[config.mk]
export PLATFORM = sky130hd
export DESIGN_NAME = sdram_stream_reader
export DESIGN_NICKNAME = d
export VERILOG_FILES = /design/src/rtl/sdram_stream_reader.sv
export SDC_FILE = /design/constraint.sdc
export NUM_CORES = 1
export LEC_CHECK = 0
export CORE_MARGIN = 4
export CORE_UTILIZATION = 45
export CTS_BUF_LIST = sky130_fd_sc_hd__clkbuf_8
export CTS_CLUSTER_SIZE = 12
export DETAILED_ROUTE_END_ITERATION = 7
export PLACE_DENSITY = 0.75
export SYNTH_ARGS = -nofsm -noshare
export SYNTH_HDL_FRONTEND = slang
export SYNTH_SLANG_ARGS = --single-unit
[constraint.sdc]
create_clock -name clock -period 7.6 [get_ports clock]
set_input_delay 1.14 -clock clock [delete_from_list [all_inputs] [get_ports clock]]
set_output_delay 1.14 -clock clock [all_outputs]
set_load 0.05 [all_outputs]
[src/rtl/sdram_stream_reader.sv]
// sdram_stream_reader: Avalon-MM read master streaming a contiguous SDRAM region through a prefetch FIFO
module sdram_stream_reader #(
  parameter int DATA_W     = 16,
  parameter int ADDR_W     = 26,
  parameter int LEN_W      = 24,
  parameter int FIFO_DEPTH = 16,
  parameter int MAX_OUT    = 4
) (
  input  logic                  clock,
  input  logic                  reset_n,
  input  logic                  start,
  input  logic                  abort,
  input  logic [ADDR_W-1:0]     cfg_addr,
  input  logic [LEN_W-1:0]      cfg_len,
  input  logic                  cfg_loop,
  output logic                  busy,
  output logic                  done,
  output logic [DATA_W-1:0]     out_data,
  output logic                  out_valid,
  input  logic                  out_ready,
  output logic [ADDR_W-1:0]     sdram_addr,
  output logic [DATA_W/8-1:0]   sdram_byteenable_n,
  output logic                  sdram_chipselect,
  output logic [DATA_W-1:0]     sdram_writedata,
  output logic                  sdram_read_n,
  output logic                  sdram_write_n,
  input  logic [DATA_W-1:0]     sdram_readdata,
  input  logic                  sdram_readdata_valid,
  input  logic                  sdram_waitrequest
);
  localparam int PW = $clog2(FIFO_DEPTH);
  localparam int CW = PW + 1;
  localparam int OW = $clog2(MAX_OUT + 1);
  typedef enum logic [1:0] {IDLE, FETCH, FINISH, ABORT} state_t;
  state_t state_q, state_d;
  logic [ADDR_W-1:0] base_q, base_d, addr_q, addr_d;
  logic [LEN_W-1:0] len_q, len_d, issued_q, issued_d;
  logic loop_q, loop_d, read_n_q, read_n_d, done_q, done_d;
  logic [OW-1:0] outs_q, outs_d;
  logic [CW-1:0] cnt_q, cnt_d;
  logic [PW-1:0] wr_q, wr_d, rd_q, rd_d;
  logic [DATA_W-1:0] mem_q [FIFO_DEPTH];
  logic [DATA_W-1:0] mem_d [FIFO_DEPTH];
  logic active, accept, hold, push, pop, last;
  logic [CW:0] credit;
  always_comb begin
    state_d  = state_q;
    base_d   = base_q;
    addr_d   = addr_q;
    len_d    = len_q;
    issued_d = issued_q;
    loop_d   = loop_q;
    done_d   = 1'b0;
    mem_d    = mem_q;
    active   = state_q == FETCH || state_q == FINISH;
    accept   = !read_n_q && !sdram_waitrequest;
    hold     = !read_n_q && sdram_waitrequest;
    push     = active && sdram_readdata_valid;
    pop      = out_valid && out_ready;
    last     = issued_q + LEN_W'(1) == len_q;
    outs_d   = outs_q + OW'(accept) - OW'(sdram_readdata_valid && state_q != IDLE);
    if (push) mem_d[wr_q] = sdram_readdata;
    wr_d  = wr_q + PW'(push);
    rd_d  = rd_q + PW'(pop);
    cnt_d = cnt_q + CW'(push) - CW'(pop);
    if (state_q == IDLE && start) begin
      state_d  = cfg_len != '0 ? FETCH : IDLE;
      done_d   = cfg_len == '0;
      base_d   = cfg_addr;
      addr_d   = cfg_addr;
      len_d    = cfg_len;
      loop_d   = cfg_loop;
      issued_d = '0;
    end
    if (state_q == FETCH && accept) begin
      addr_d   = last && loop_q ? base_q : addr_q + ADDR_W'(1);
      issued_d = last ? '0 : issued_q + LEN_W'(1);
      state_d  = last && !loop_q ? FINISH : FETCH;
    end
    if (state_q == FINISH && outs_q == '0 && cnt_q == '0) begin
      state_d = IDLE;
      done_d  = 1'b1;
    end
    if (state_q == ABORT && outs_q == '0 && read_n_q) begin
      state_d = IDLE;
      done_d  = 1'b1;
    end
    if (active && abort) begin
      state_d = ABORT;
      cnt_d   = '0;
      wr_d    = '0;
      rd_d    = '0;
    end
    // credit counts FIFO words plus reads in flight so the FIFO can never overflow
    credit   = {1'b0, cnt_d} + (CW+1)'(outs_d);
    read_n_d = hold ? 1'b0 : !(state_d == FETCH && credit < (CW+1)'(FIFO_DEPTH) && outs_d < OW'(MAX_OUT));
  end
  always_ff @(posedge clock or negedge reset_n) begin
    if (!reset_n) begin
      state_q  <= IDLE;
      base_q   <= '0;
      addr_q   <= '0;
      len_q    <= '0;
      issued_q <= '0;
      loop_q   <= 1'b0;
      read_n_q <= 1'b1;
      done_q   <= 1'b0;
      outs_q   <= '0;
      cnt_q    <= '0;
      wr_q     <= '0;
      rd_q     <= '0;
      mem_q    <= '{default: '0};
    end else begin
      state_q  <= state_d;
      base_q   <= base_d;
      addr_q   <= addr_d;
      len_q    <= len_d;
      issued_q <= issued_d;
      loop_q   <= loop_d;
      read_n_q <= read_n_d;
      done_q   <= done_d;
      outs_q   <= outs_d;
      cnt_q    <= cnt_d;
      wr_q     <= wr_d;
      rd_q     <= rd_d;
      mem_q    <= mem_d;
    end
  end
  assign busy               = state_q != IDLE;
  assign done               = done_q;
  assign out_data           = mem_q[rd_q];
  assign out_valid          = cnt_q != '0;
  assign sdram_addr         = addr_q;
  assign sdram_read_n       = read_n_q;
  assign sdram_chipselect   = ~read_n_q;
  assign sdram_byteenable_n = '0;
  assign sdram_writedata    = '0;
  assign sdram_write_n      = 1'b1;
endmodule

==> results of run 1 <==
==> state kept, by name (all words and copies together), names as in the netlist, 2 cells and up <==
| name | cells |
|---|---|
| base_q | 26 |
| cnt_q | 5 |
| issued_q | 24 |
| len_q | 24 |
| mem_q | 256 |
| outs_q | 3 |
| rd_q | 4 |
| sdram_addr | 26 |
| state_q | 2 |
| wr_q | 4 |
==> power groups by stage <==
stage               Clock [mW]  Sequential (mW)  Combinational (mW)
CTS                       1.89             3.07                2.99
global route              1.99             3.15                3.19
finish                    1.84             3.07                2.96
floorplan                    0             3.11                2.07
global placement             0             3.07                2.90
detailed placement           0             3.09                2.98
==> cell type report <==
type	count	area share (%)
tap	532	3.09
timing repair buffer	141	6.39
clock buffer	70	4.47
clock inverter	40	1.48
multi-input combinational	995	40.1
inverter	38	0.662
sequential	377	43.8
==> worst max-delay path, delay by kind of cell (launching register included) <==
kind | cells | cell delay, ns
buffers and inverters | 2 | 1.30
DFF | 1 | 0.96
muxes | 2 | 1.07
==> worst max-delay path by stage <==
stage | end | slack, ns | depth (start not counted)
after floorplan | out_data[0] | 4.01 | 4
after global routing | out_data[13] | 2.17 | 4
after detailed placement | out_data[3] | 3.05 | 4
after CTS | out_data[3] | 2.33 | 4
after global placement | out_data[3] | 3.07 | 4
final | out_data[13] | 2.45 | 4
==> layout by cell type, fill, tap and decap left out, drive strengths merged, types with 14 or more instances in the layout <==
cell	count
xnor2	38
nand2	213
ha	20
clkdlybuf4s50	119
nand3	74
conb	19
nor2	42
dfrtp	376
and3	18
nor4	18
inv	63
o311a	19
a21oi	26
nor3	24
o21ai	14
clkbuf	70
buf	22
mux2	257
nand4	14
mux4	80
xor2	28
==> routing by layer <==
layer | GRT usage [%] | vias up | routed length, um | share of wire, %
met5 | 0 | - | 0 | 0
met4 | 5.73 | 0 | 1050 | 2.4
met3 | 3.91 | 74 | 2710 | 6.2
met2 | 31.1 | 348 | 20700 | 48
met1 | 26.7 | 6346 | 19100 | 44
li1 | - | 5595 | - | -
==> kinds of logic (layout without fill, tap and decap cells) <==
family / after synthesis / after routing / share of synthesized area (%)
and+or+nand+nor: 446 / 446 / 11.6
xor gates and xnor gates: 66 / 66 / 3.09
AOI/OAI and AO/OA: 99 / 99 / 3.98
buffers and inverters: 158 / 289 / 3.85
adders and majority gates: 22 / 22 / 1.55
muxes: 343 / 343 / 25.4
DFF: 377 / 377 / 50.5
other: 2 / 19 / 0.0402
==> metrics by stage <==
| step | util (%) | cell area [sq um] | cells | hold slack [ns] |
|---|---|---|---|---|
| 6_report | 52.7 | 21500 | 2193 | 0.476 |
| 5_1_grt | 52.7 | 21500 | 2193 | 0.502 |
| 4_1_cts | 52.7 | 21500 | 2193 | 0.481 |
| 3_5_place_dp | 49.5 | 20300 | 2083 | 0.465 |
| 3_3_place_gp | 49.5 | 20300 | 2083 | 0.458 |
| 2_1_floorplan | - | 18800 | 1530 | 0.447 |
==> PnR_summary.wiki, run 1 <==
{| class="wikitable"
! Metric !! Value
|-
| Type of the most critical hold path || reg2reg
|-
| CTS Root Cell || sky130_fd_sc_hd__clkbuf_8
|-
| Crit. End Element || primary output
|-
| Hold buffer count at CTS || 0
|-
| Number of endpoints with negative hold slack in the final report || 0
|-
| Depth of the worst register-to-register path || 15
|-
| Hold Crit Start || base_q[16]$_DFFE_PN0P_
|-
| Net Sw Frac || a little under two fifths
|-
| Critical path's largest stage delay || approximately 0.96 ns
|-
| Highest Clock Rate || 194 MHz
|-
| Sum of negative setup slack || 0 ns
|-
| Sequential area share after synthesis || 50.5%
|-
| Top Ports || 140
|-
| Global-route usage over all layers || between 10% and 20%
|-
| RD Place Congestion || between 0.7 and 0.8
|-
| Area added between synthesis and finish || 15.3%
|-
| Pin count of the biggest net entering global routing || between 200 and 250
|-
| Worst-path clk slew || ~0.06 ns
|-
| Cells taking the most area after synthesis || sky130_fd_sc_hd__dfrtp_1, sky130_fd_sc_hd__mux2_2, sky130_fd_sc_hd__mux4_2
|-
| Actual transition at the worst max-transition pin || 1.33 ns
|-
| Count of max-cap constraint violations || 0
|-
| Share of total power in combinational logic || between 30% and 40%
|-
| CP Launch Type || register
|-
| Critical Path Slowest Stage Cell || sky130_fd_sc_hd__dfrtp_4
|-
| Proportion of power drawn by the clock network || 23.4%
|-
| Die span in x || approximately 210 um
|-
| Number of nets in the final layout || 1,709
|-
| Pwr Total || slightly below 8 mW
|-
| # port buffers || 120
|-
| Core box area || 40,900 sq um
|-
| Share of synthesized registers carrying an async set or reset || 100%
|-
| Cell area power density || approximately 370 nW/um^2
|-
| Detail Placement HPWL || 26.9 mm
|-
| Final setup slack of the worst path || about 2.4 ns
|-
| Footprint of the multi-input gates || roughly 8600 sq um
|-
| Count of warnings emitted by yosys || 0
|-
| First-pass GRT wire length || 69.5 mm
|-
| Vias in the first global route || roughly 13,000
|-
| Switching component of the power || 2.93 mW
|-
| Required time of the critical path || approximately 6.5 ns
|-
| Most repeated library cell on the critical path || sky130_fd_sc_hd__mux4_2
|-
| Grt total ovfl || 0
|-
| Library cells used by synthesis || 72
|-
| Wire per inst || just under 20 um
|-
| Overall die area || 44,900 sq um
|-
| DR vias/cell || 5.64
|-
| Crit Path Class || reg2out
|-
| Antenna-violating nets left || 0
|-
| EDFF count, synth || 0
|-
| Max Slew Vio Count || 0
|-
| Internal Power || ~5.0 mW
|-
| CTS tree || built
|-
| Worst vdd ir || 273 uV
|-
| Initial core utilization || approximately 46%
|-
| Filler cell count || around 3,400
|-
| Total via count after detailed routing || ~12,000
|-
| Top cell type by total area after synthesis || sky130_fd_sc_hd__dfrtp_1
|-
| Setup-failing EPs final || 0
|-
| Shortest clock period the worst path allows after layout || 5.15 ns
|-
| Final routed DRC violation total || 0
|-
| Final wirelength || 43.6 mm
|-
| Iter 0 DRT Violations || approximately 1,100
|-
| Worst R2R End || sdram_read_n$_DFF_PN1_
|-
| Primary flip-flop cell chosen by synthesis mapping || sky130_fd_sc_hd__dfrtp_1
|-
| Max_slew headroom || between 10 and 15%
|-
| Area share of the largest cell type after synthesis || 50.3%
|-
| Number of H-tree branching levels || 2
|-
| Final period util || 67.8%
|-
| Register-to-register setup slack || around 3.8 ns
|-
| Buffers inserted during post-CTS setup optimization || 0
|-
| RSZ-0062 raised after global routing || false
|-
| Number of buffers inserted during clock tree synthesis || 60
|-
| Clock latency at the later pin of the worst-skew pair || 0.66 ns
|-
| Series of cell instances along the critical path || buf_4 -> mux4_2 -> mux4_2 -> clkdlybuf4s50_1
|-
| Drt first pass iters || 6
|-
| Post-synthesis register bit count || approximately 380
|-
| Syn Inst Count || ~1,500
|-
| Origin of the worst setup path || rd_q[0]$_DFF_PN0_
|-
| Reg area || about 9400 sq um
|-
| Quantity of gates resized following cts || 0
|-
| Sequential cell fraction of total power || 39.0%
|-
| Commonest cells in the synthesized netlist || sky130_fd_sc_hd__dfrtp_1, sky130_fd_sc_hd__mux2_2, sky130_fd_sc_hd__nand2_1
|-
| Antenna diode count || 0
|-
| Avg Cell Area, Syn || ~12 sq um
|-
| Maximum root-to-sink buffer count || 3
|-
| Maximum fanout count along the critical path || 40
|-
| Number of antenna violations at the first check in global routing || 0
|-
| Most repeated cell in the gate-level netlist after synthesis || sky130_fd_sc_hd__dfrtp_1
|-
| Skew final || 0.0383 ns
|-
| Data arrival time of the worst path || 4.01 ns
|-
| LEAKAGE || around 9.9 nW
|-
| CTS sink cnt || ~380
|-
| Run status || finished, final reports clean
|-
| End point of the most critical hold path || base_q[16]$_DFFE_PN0P_
|-
| Pre-CTS setup slack || just over 3 ns
|-
| R2r startpoint || cnt_q[2]$_DFF_PN0_
|-
| Instance count along the most critical hold path || 2
|-
| Std-Cell Rows || 74
|-
| Die Span Y || 212 um
|-
| Post-Synthesis Cell Area || about 19,000 sq um
|-
| Layout cell share with drive strength beyond 1 || ~29%
|}
No activity file was read; power rests on OpenSTA's default activity.
==> run 2, diff against run 1 <==
--- a/config.mk
+++ b/config.mk
@@ -10,7 +10,7 @@
 export CTS_BUF_LIST = sky130_fd_sc_hd__clkbuf_8
 export CTS_CLUSTER_SIZE = 12
 export DETAILED_ROUTE_END_ITERATION = 7
-export PLACE_DENSITY = 0.75
+export PLACE_DENSITY = 0.77
 export SYNTH_ARGS = -nofsm -noshare
 export SYNTH_HDL_FRONTEND = slang
 export SYNTH_SLANG_ARGS = --single-unit
==> constraint.sdc (replaced) <==
create_clock -name clock -period 4.69 [get_ports clock]
set_input_delay 0.7035 -clock clock [delete_from_list [all_inputs] [get_ports clock]]
set_output_delay 0.7035 -clock clock [all_outputs]
set_load 0.05 [all_outputs]
==> run 2 against run 1 <==
Net effect:
- setup slack worse by 2.0 ns
- critical endpoint is now out_data[0]
- clock power grew 65%
- power increased by 63%
- highest routed layer is now met5
- sequential cell count stayed put
- sequential power rose by 61%
- via count grew 0.36%
- hold slack worse by 0.38 ns
- cell count rose by 0.41%
==> PnR_summary.wiki, run 2 (same netlist as run 1, synthesis figures left out) <==
{| class="wikitable"
! Metric !! Value
|-
| Hold buffer count at CTS || 0
|-
| Antenna-violating nets left || 0
|-
| Total via count after detailed routing || 12,400
|-
| Cell area power density || between 500 and 600 nW/um^2
|-
| Max_slew headroom || 21.2%
|-
| Top Ports || 140
|-
| R2r startpoint || issued_q[0]$_DFFE_PN0P_
|-
| First-pass GRT wire length || roughly 71 mm
|-
| Maximum fanout count along the critical path || 21
|-
| RSZ-0062 raised after global routing || false
|-
| Skew final || 0.0303 ns
|-
| Layout cell share with drive strength beyond 1 || between 20% and 30%
|-
| Buffers & Inverters on Critical Path || 2
|-
| Required time of the critical path || about 4.0 ns
|-
| Detail Placement HPWL || 27.7 mm
|-
| Critical Path Slowest Stage Cell || sky130_fd_sc_hd__dfrtp_4
|-
| Number of antenna violations at the first check in global routing || 2
|-
| Pwr Total || 12.9 mW
|-
| Std-Cell Rows || 74
|-
| Maximum root-to-sink buffer count || 3
|-
| CTS tree || built
|-
| Flip-flop count of the largest register after layout || about 260
|-
| Depth of the worst register-to-register path || 10
|-
| Die Span Y || around 210 um
|-
| Initial core utilization || ~46%
|-
| Critical path's largest stage delay || around 0.73 ns
|-
| Buffers inserted during post-CTS setup optimization || 0
|-
| Final period util || approximately 90%
|-
| Sum of negative setup slack || 0 ns
|-
| Register-to-register setup slack || around 1.1 ns
|-
| Crit Path Class || reg2out
|-
| Largest Register || mem_q
|-
| Global-route usage over all layers || around a fifth
|-
| Actual transition at the worst max-transition pin || about 1.2 ns
|-
| Wire per inst || a little under 20 um
|-
| Most common library cell in the layout ignoring fill and taps || sky130_fd_sc_hd__dfrtp_1
|-
| Run status || finished, final reports clean
|-
| Data arrival time of the worst path || approximately 3.5 ns
|-
| Footprint of the multi-input gates || between 8000 and 9000 sq um
|-
| LEAKAGE || approximately 10 nW
|-
| Final routed DRC violation total || 0
|-
| Final cell area excluding filler cells || about 22,000 sq um
|-
| Highest-count cells in the layout ignoring fill and taps || sky130_fd_sc_hd__dfrtp_1, sky130_fd_sc_hd__mux2_2, sky130_fd_sc_hd__nand2_1, sky130_fd_sc_hd__clkdlybuf4s50_1, sky130_fd_sc_hd__mux4_2
|-
| Number of H-tree branching levels || 2
|-
| Vias in the first global route || between 10,000 and 15,000
|-
| Max Slew Vio Count || 0
|-
| Clock latency at the later pin of the worst-skew pair || 0.65 ns
|-
| Worst path top cell family by delay || buffers and inverters
|-
| Setup-failing EPs final || 0
|-
| Number of endpoints with negative hold slack in the final report || 0
|-
| Worst vdd ir || ~470 uV
|-
| Number of buffers inserted during clock tree synthesis || 59
|-
| Die span in x || 212 um
|-
| CTS sink cnt || 377
|-
| Type of the most critical hold path || in2async
|-
| CTS Root Cell || sky130_fd_sc_hd__clkbuf_8
|-
| CP Launch Type || register
|-
| Count of max-cap constraint violations || 0
|-
| Crit. End Element || primary output
|-
| # port buffers || 120
|-
| Worst-path clk slew || about 0.060 ns
|-
| Reg area || about 9400 sq um
|-
| RD Place Congestion || 0.832
|-
| Pin count of the biggest net entering global routing || about 120
|-
| Final wirelength || roughly 44 mm
|-
| Quantity of gates resized following cts || 0
|-
| Filler cell count || between 3,000 and 4,000
|-
| Area added between synthesis and finish || 16.1%
|-
| Series of cell instances along the critical path || buf_4 -> mux4_2 -> mux4_2 -> clkdlybuf4s50_1
|-
| Highest Clock Rate || between 200 and 250 MHz
|-
| Drt first pass iters || 7
|-
| Number of nets in the final layout || approximately 1,700
|-
| Grt total ovfl || 0
|-
| Shortest clock period the worst path allows after layout || approximately 4.2 ns
|-
| Worst R2R End || issued_q[7]$_DFFE_PN0P_
|-
| Most repeated library cell on the critical path || sky130_fd_sc_hd__mux4_2
|-
| Placed instance area || about 20,000 sq um
|-
| Iter 0 DRT Violations || a little over 1,000
|-
| Core box area || about 40,000 sq um
|-
| Overall die area || approximately 45,000 sq um
|-
| DR vias/cell || ~5.6
|}
-- run 2: cell types whose count changed in the layout (fill, tap and decap cells not counted), sizes merged --
cell	before	now
buf	22	31
clkbuf	70	79
inv	63	54
bufinv	5	3
clkinvlp	0	2
clkinv	10	9
diode	0	1
-- run 2: per-layer routing --
| metal | GRT usage [%] | routed length [um] |
|---|---|---|
| met5 | 0 | 40 |
| met3 | 3.69 | 2620 |
| met2 | 32.4 | 21100 |
| met4 | 5.95 | 1250 |
| met1 | 26.4 | 18800 |
-- run 2: worst reg2reg max path, stage by stage, from the launching register on --
cell and delay, ns:
sky130_fd_sc_hd__dfrtp_1 0.51, sky130_fd_sc_hd__ha_1 0.40, sky130_fd_sc_hd__nand4_4 0.22, sky130_fd_sc_hd__nor3_1 0.60
sky130_fd_sc_hd__nand2_1 0.27, sky130_fd_sc_hd__xor2_1 0.23, sky130_fd_sc_hd__o22a_1 0.25, sky130_fd_sc_hd__a31oi_4 0.32
sky130_fd_sc_hd__buf_4 0.40, sky130_fd_sc_hd__a21oi_1 0.13, sky130_fd_sc_hd__o21ai_0 0.16
-- run 2: worst max-delay path by stage --
| stage | end | from | slack (ns) | depth (start not counted) |
|---|---|---|---|---|
| finish | out_data[0] | rd_q[0]$_DFF_PN0_ | 0.48 | 4 |
| global placement | sdram_read_n$_DFF_PN1_ | sdram_readdata_valid | 1.07 | 13 |
| detailed placement | sdram_read_n$_DFF_PN1_ | sdram_readdata_valid | 1.00 | 13 |
| CTS | out_data[15] | rd_q[0]$_DFF_PN0_ | 0.39 | 4 |
| floorplan | sdram_read_n$_DFF_PN1_ | cnt_q[3]$_DFF_PN0_ | 1.53 | 15 |
| global route | out_data[0] | rd_q[0]$_DFF_PN0_ | 0.30 | 4 |
-- run 2: per-stage QoR --
step           util (%)  setup WS [ns]  hold WS [ns]  std cells
2_1_floorplan         -           1.53         0.408       1530
3_3_place_gp       49.8           1.07         0.458       2092
3_5_place_dp       49.8           1.00         0.463       2092
4_1_cts            53.0          0.388         0.141       2201
5_1_grt            53.0          0.299         0.153       2201
6_report           53.0          0.484        0.0921       2202
-- run 2: cell type report --
| cell class | count | area share, % |
|---|---|---|
| well taps | 532 | 3.07 |
| clock buffers | 79 | 5.01 |
| clock inverters | 30 | 1.08 |
| repair buffers | 150 | 6.83 |
| multi-input cells | 995 | 39.8 |
| diodes | 1 | 0.0115 |
| flip-flops and latches | 377 | 43.5 |
| inverters | 38 | 0.657 |
-- run 2: report_power, final --
part / switching, mW / internal, mW / leakage [nW]
clock: 1.35 / 1.68 / 0.735
combinational: 2.64 / 2.27 / 4.24
sequential: 0.794 / 4.15 / 5.00
total: 4.78 / 8.10 / 9.98
==> run 3, diff against run 2 <==
==> config.mk (replaced) <==
export PLATFORM = sky130hd
export DESIGN_NAME = sdram_stream_reader
export DESIGN_NICKNAME = d
export VERILOG_FILES = /design/src/rtl/sdram_stream_reader.sv
export SDC_FILE = /design/constraint.sdc
export NUM_CORES = 1
export LEC_CHECK = 0
export CELL_PAD_IN_SITES_DETAIL_PLACEMENT = 1
export CELL_PAD_IN_SITES_GLOBAL_PLACEMENT = 1
export CORE_MARGIN = 4
export CORE_UTILIZATION = 44
export CTS_BUF_LIST = sky130_fd_sc_hd__clkbuf_16
export CTS_CLUSTER_SIZE = 12
export DETAILED_ROUTE_END_ITERATION = 7
export PLACE_DENSITY = 0.88
export SYNTH_ARGS = -nofsm -noshare
export SYNTH_HDL_FRONTEND = slang
export SYNTH_SLANG_ARGS = --single-unit
==> run 3 against run 2 <==
Net effect:
- wire length grew 21%
- sequential share of layout area rose by 0.053 points
- combinational power up 4%
- via count is 2.8% higher
- clock skew is 0.015 ns lower
- setup slack improved by 0.21 ns
- fmax grew 5.3%
- global-route usage is 3.7 points higher
- die area rose by 2.2%
- cell area down 0.12%
- sequential cell count unchanged
- critical path type unchanged
- highest routed layer unchanged
==> PnR_summary.wiki, run 3 (same netlist as run 1, synthesis figures left out) <==
{| class="wikitable"
! Metric !! Value
|-
| Number of nets in the final layout || roughly 1,700
|-
| Total via count after detailed routing || 12,800
|-
| Vias in the first global route || 14,400
|-
| Share of total power in combinational logic || 38.7%
|-
| Sum of negative setup slack || 0 ns
|-
| Worst vdd ir || between 300 and 400 uV
|-
| Depth of the worst register-to-register path || 15
|-
| CTS Root Cell || sky130_fd_sc_hd__clkbuf_16
|-
| Quantity of gates resized following cts || 0
|-
| Most repeated library cell on the critical path || sky130_fd_sc_hd__mux4_2
|-
| RSZ-0062 raised after global routing || false
|-
| Worst R2R End || sdram_read_n$_DFF_PN1_
|-
| Crit Path Class || reg2out
|-
| Max_slew headroom || 15.0%
|-
| Number of antenna violations at the first check in global routing || 2
|-
| Maximum fanout count along the critical path || 20
|-
| Internal Power || between 8 and 9 mW
|-
| Flip-flop count of the largest register after layout || 256
|-
| CP Launch Type || register
|-
| R2r startpoint || cnt_q[3]$_DFF_PN0_
|-
| Setup-failing EPs final || 0
|-
| Switching component of the power || ~5.1 mW
|-
| Die span in x || roughly 210 um
|-
| LEAKAGE || ~10 nW
|-
| Antenna-violating nets left || 0
|-
| Critical path's largest stage delay || 0.74 ns
|-
| Crit. End Element || primary output
|-
| First-pass GRT wire length || 85.0 mm
|-
| Layout cell share with drive strength beyond 1 || around 28%
|-
| Cell area power density || between 600 and 700 nW/um^2
|-
| Count of max-cap constraint violations || 0
|-
| Data arrival time of the worst path || around 3.3 ns
|-
| CTS sink cnt || between 300 and 400
|-
| Top Ports || 140
|-
| DR vias/cell || around 6
|-
| Sequential cell fraction of total power || a little under two fifths
|-
| Hold buffer count at CTS || 0
|-
| Final routed DRC violation total || 0
|-
| Placed instance area || just over 20,000 sq um
|-
| RD Place Congestion || 0.804
|-
| Post-placement cell count || approximately 2,100
|-
| Buffers inserted during post-CTS setup optimization || 0
|-
| # port buffers || 120
|-
| Most common library cell in the layout ignoring fill and taps || sky130_fd_sc_hd__dfrtp_1
|-
| Drt first pass iters || 5
|-
| Pwr Total || between 10 and 15 mW
|-
| Highest-count cells in the layout ignoring fill and taps || sky130_fd_sc_hd__dfrtp_1, sky130_fd_sc_hd__mux2_2, sky130_fd_sc_hd__nand2_1, sky130_fd_sc_hd__clkdlybuf4s50_1, sky130_fd_sc_hd__mux4_2
|-
| Final cell area excluding filler cells || about 22,000 sq um
|-
| Proportion of power drawn by the clock network || between 20% and 30%
|-
| Max Slew Vio Count || 0
|-
| Actual transition at the worst max-transition pin || 1.27 ns
|-
| Clock latency at the later pin of the worst-skew pair || roughly 0.57 ns
|-
| Register-to-register setup slack || between 0.9 and 1 ns
|-
| Run status || finished, final reports clean
|-
| Highest Clock Rate || approximately 250 MHz
|-
| Final-layout worst hold slack || around 0.18 ns
|-
| Initial core utilization || roughly 45%
|-
| Core box area || approximately 42,000 sq um
|-
| Final wirelength || ~53 mm
|-
| Detail Placement HPWL || 33.3 mm
|-
| Number of buffers inserted during clock tree synthesis || between 40 and 50
|-
| CTS tree || built
|-
| Maximum root-to-sink buffer count || 3
|-
| Filler cell count || between 4,000 and 5,000
|-
| Largest Register || mem_q
|-
| Final period util || a little under nine tenths
|-
| Final setup slack of the worst path || approximately 0.69 ns
|-
| Worst-path clk slew || 0.06 ns
|-
| Fraction of the core area covered by cells at the end of the flow || roughly 52%
|-
| Pin count of the biggest net entering global routing || 110
|-
| Type of the most critical hold path || in2async
|-
| Net Sw Frac || 38.3%
|-
| Global-route usage over all layers || a little under a quarter
|-
| Number of H-tree branching levels || 2
|-
| Shortest clock period the worst path allows after layout || 4.00 ns
|-
| Skew final || 0.0158 ns
|-
| Iter 0 DRT Violations || between 800 and 900
|-
| Die Span Y || about 210 um
|-
| Pre-CTS setup slack || around 0.94 ns
|-
| Required time of the critical path || ~4 ns
|-
| Number of endpoints with negative hold slack in the final report || 0
|-
| Critical Path Slowest Stage Cell || sky130_fd_sc_hd__dfrtp_2
|-
| Area added between synthesis and finish || 15.9%
|-
| Grt total ovfl || 0
|-
| Non-filler instance count after layout || about 2,200
|-
| Wire per inst || around 24 um
|-
| Overall die area || 45,800 sq um
|-
| Series of cell instances along the critical path || buf_4 -> mux4_2 -> mux4_2 -> clkdlybuf4s50_1
|-
| Std-Cell Rows || 75
|}
[run 3: cell type report]
class | count | area [sq um] | share of cell area (%)
Tap cell | 539 | 674 | 3.11
Timing Repair Buffer | 152 | 1510 | 6.96
Clock buffer | 43 | 1080 | 4.97
Clock inverter | 32 | 181 | 0.837
Sequential cell | 377 | 9440 | 43.6
Antenna cell | 1 | 2.50 | 0.0115
Multi-Input combinational cell | 995 | 8640 | 39.9
Inverter | 38 | 143 | 0.658
[run 3: how the worst max path moves through the flow]
stage                                    start  slack [ns]                endpoint  cells past startpoint
after CTS                    rd_q[0]$_DFF_PN0_        0.65             out_data[4]                      4
after floorplan             cnt_q[3]$_DFF_PN0_        1.53  sdram_read_n$_DFF_PN1_                     15
final                        rd_q[1]$_DFF_PN0_        0.69             out_data[8]                      4
after detailed placement  sdram_readdata_valid        0.94  sdram_read_n$_DFF_PN1_                     13
after global placement    sdram_readdata_valid        1.06  sdram_read_n$_DFF_PN1_                     13
after global routing         rd_q[0]$_DFF_PN0_        0.60             out_data[4]                      4
[run 3: routing by layer]
layer | vias up | share of wire [%] | track usage (%) | wire, um
met5 | - | 0.040 | 0 | 21
met4 | 4 | 2.8 | 6.81 | 1460
met3 | 105 | 5.5 | 5.24 | 2930
met2 | 363 | 51 | 40.6 | 27100
met1 | 6712 | 41 | 29.0 | 21500
li1 | 5572 | - | - | -
[run 3: power by group through the flow]
| stage | clock network (mW) | logic, mW | registers, mW |
|---|---|---|---|
| final | 3.09 | 5.11 | 5.00 |
| after global routing | 3.31 | 5.49 | 5.12 |
| after CTS | 3.16 | 5.16 | 4.99 |
| after detailed placement | 0 | 5.07 | 5.01 |
| after global placement | 0 | 4.86 | 4.90 |
| after floorplan | 0 | 3.36 | 5.04 |
[run 3: worst max-delay path: cells and delay by family (launching register included)]
family                 cells  cell delay, ns
buffers and inverters      2            1.10
multiplexers               2            0.87
flip-flops                 1            0.74
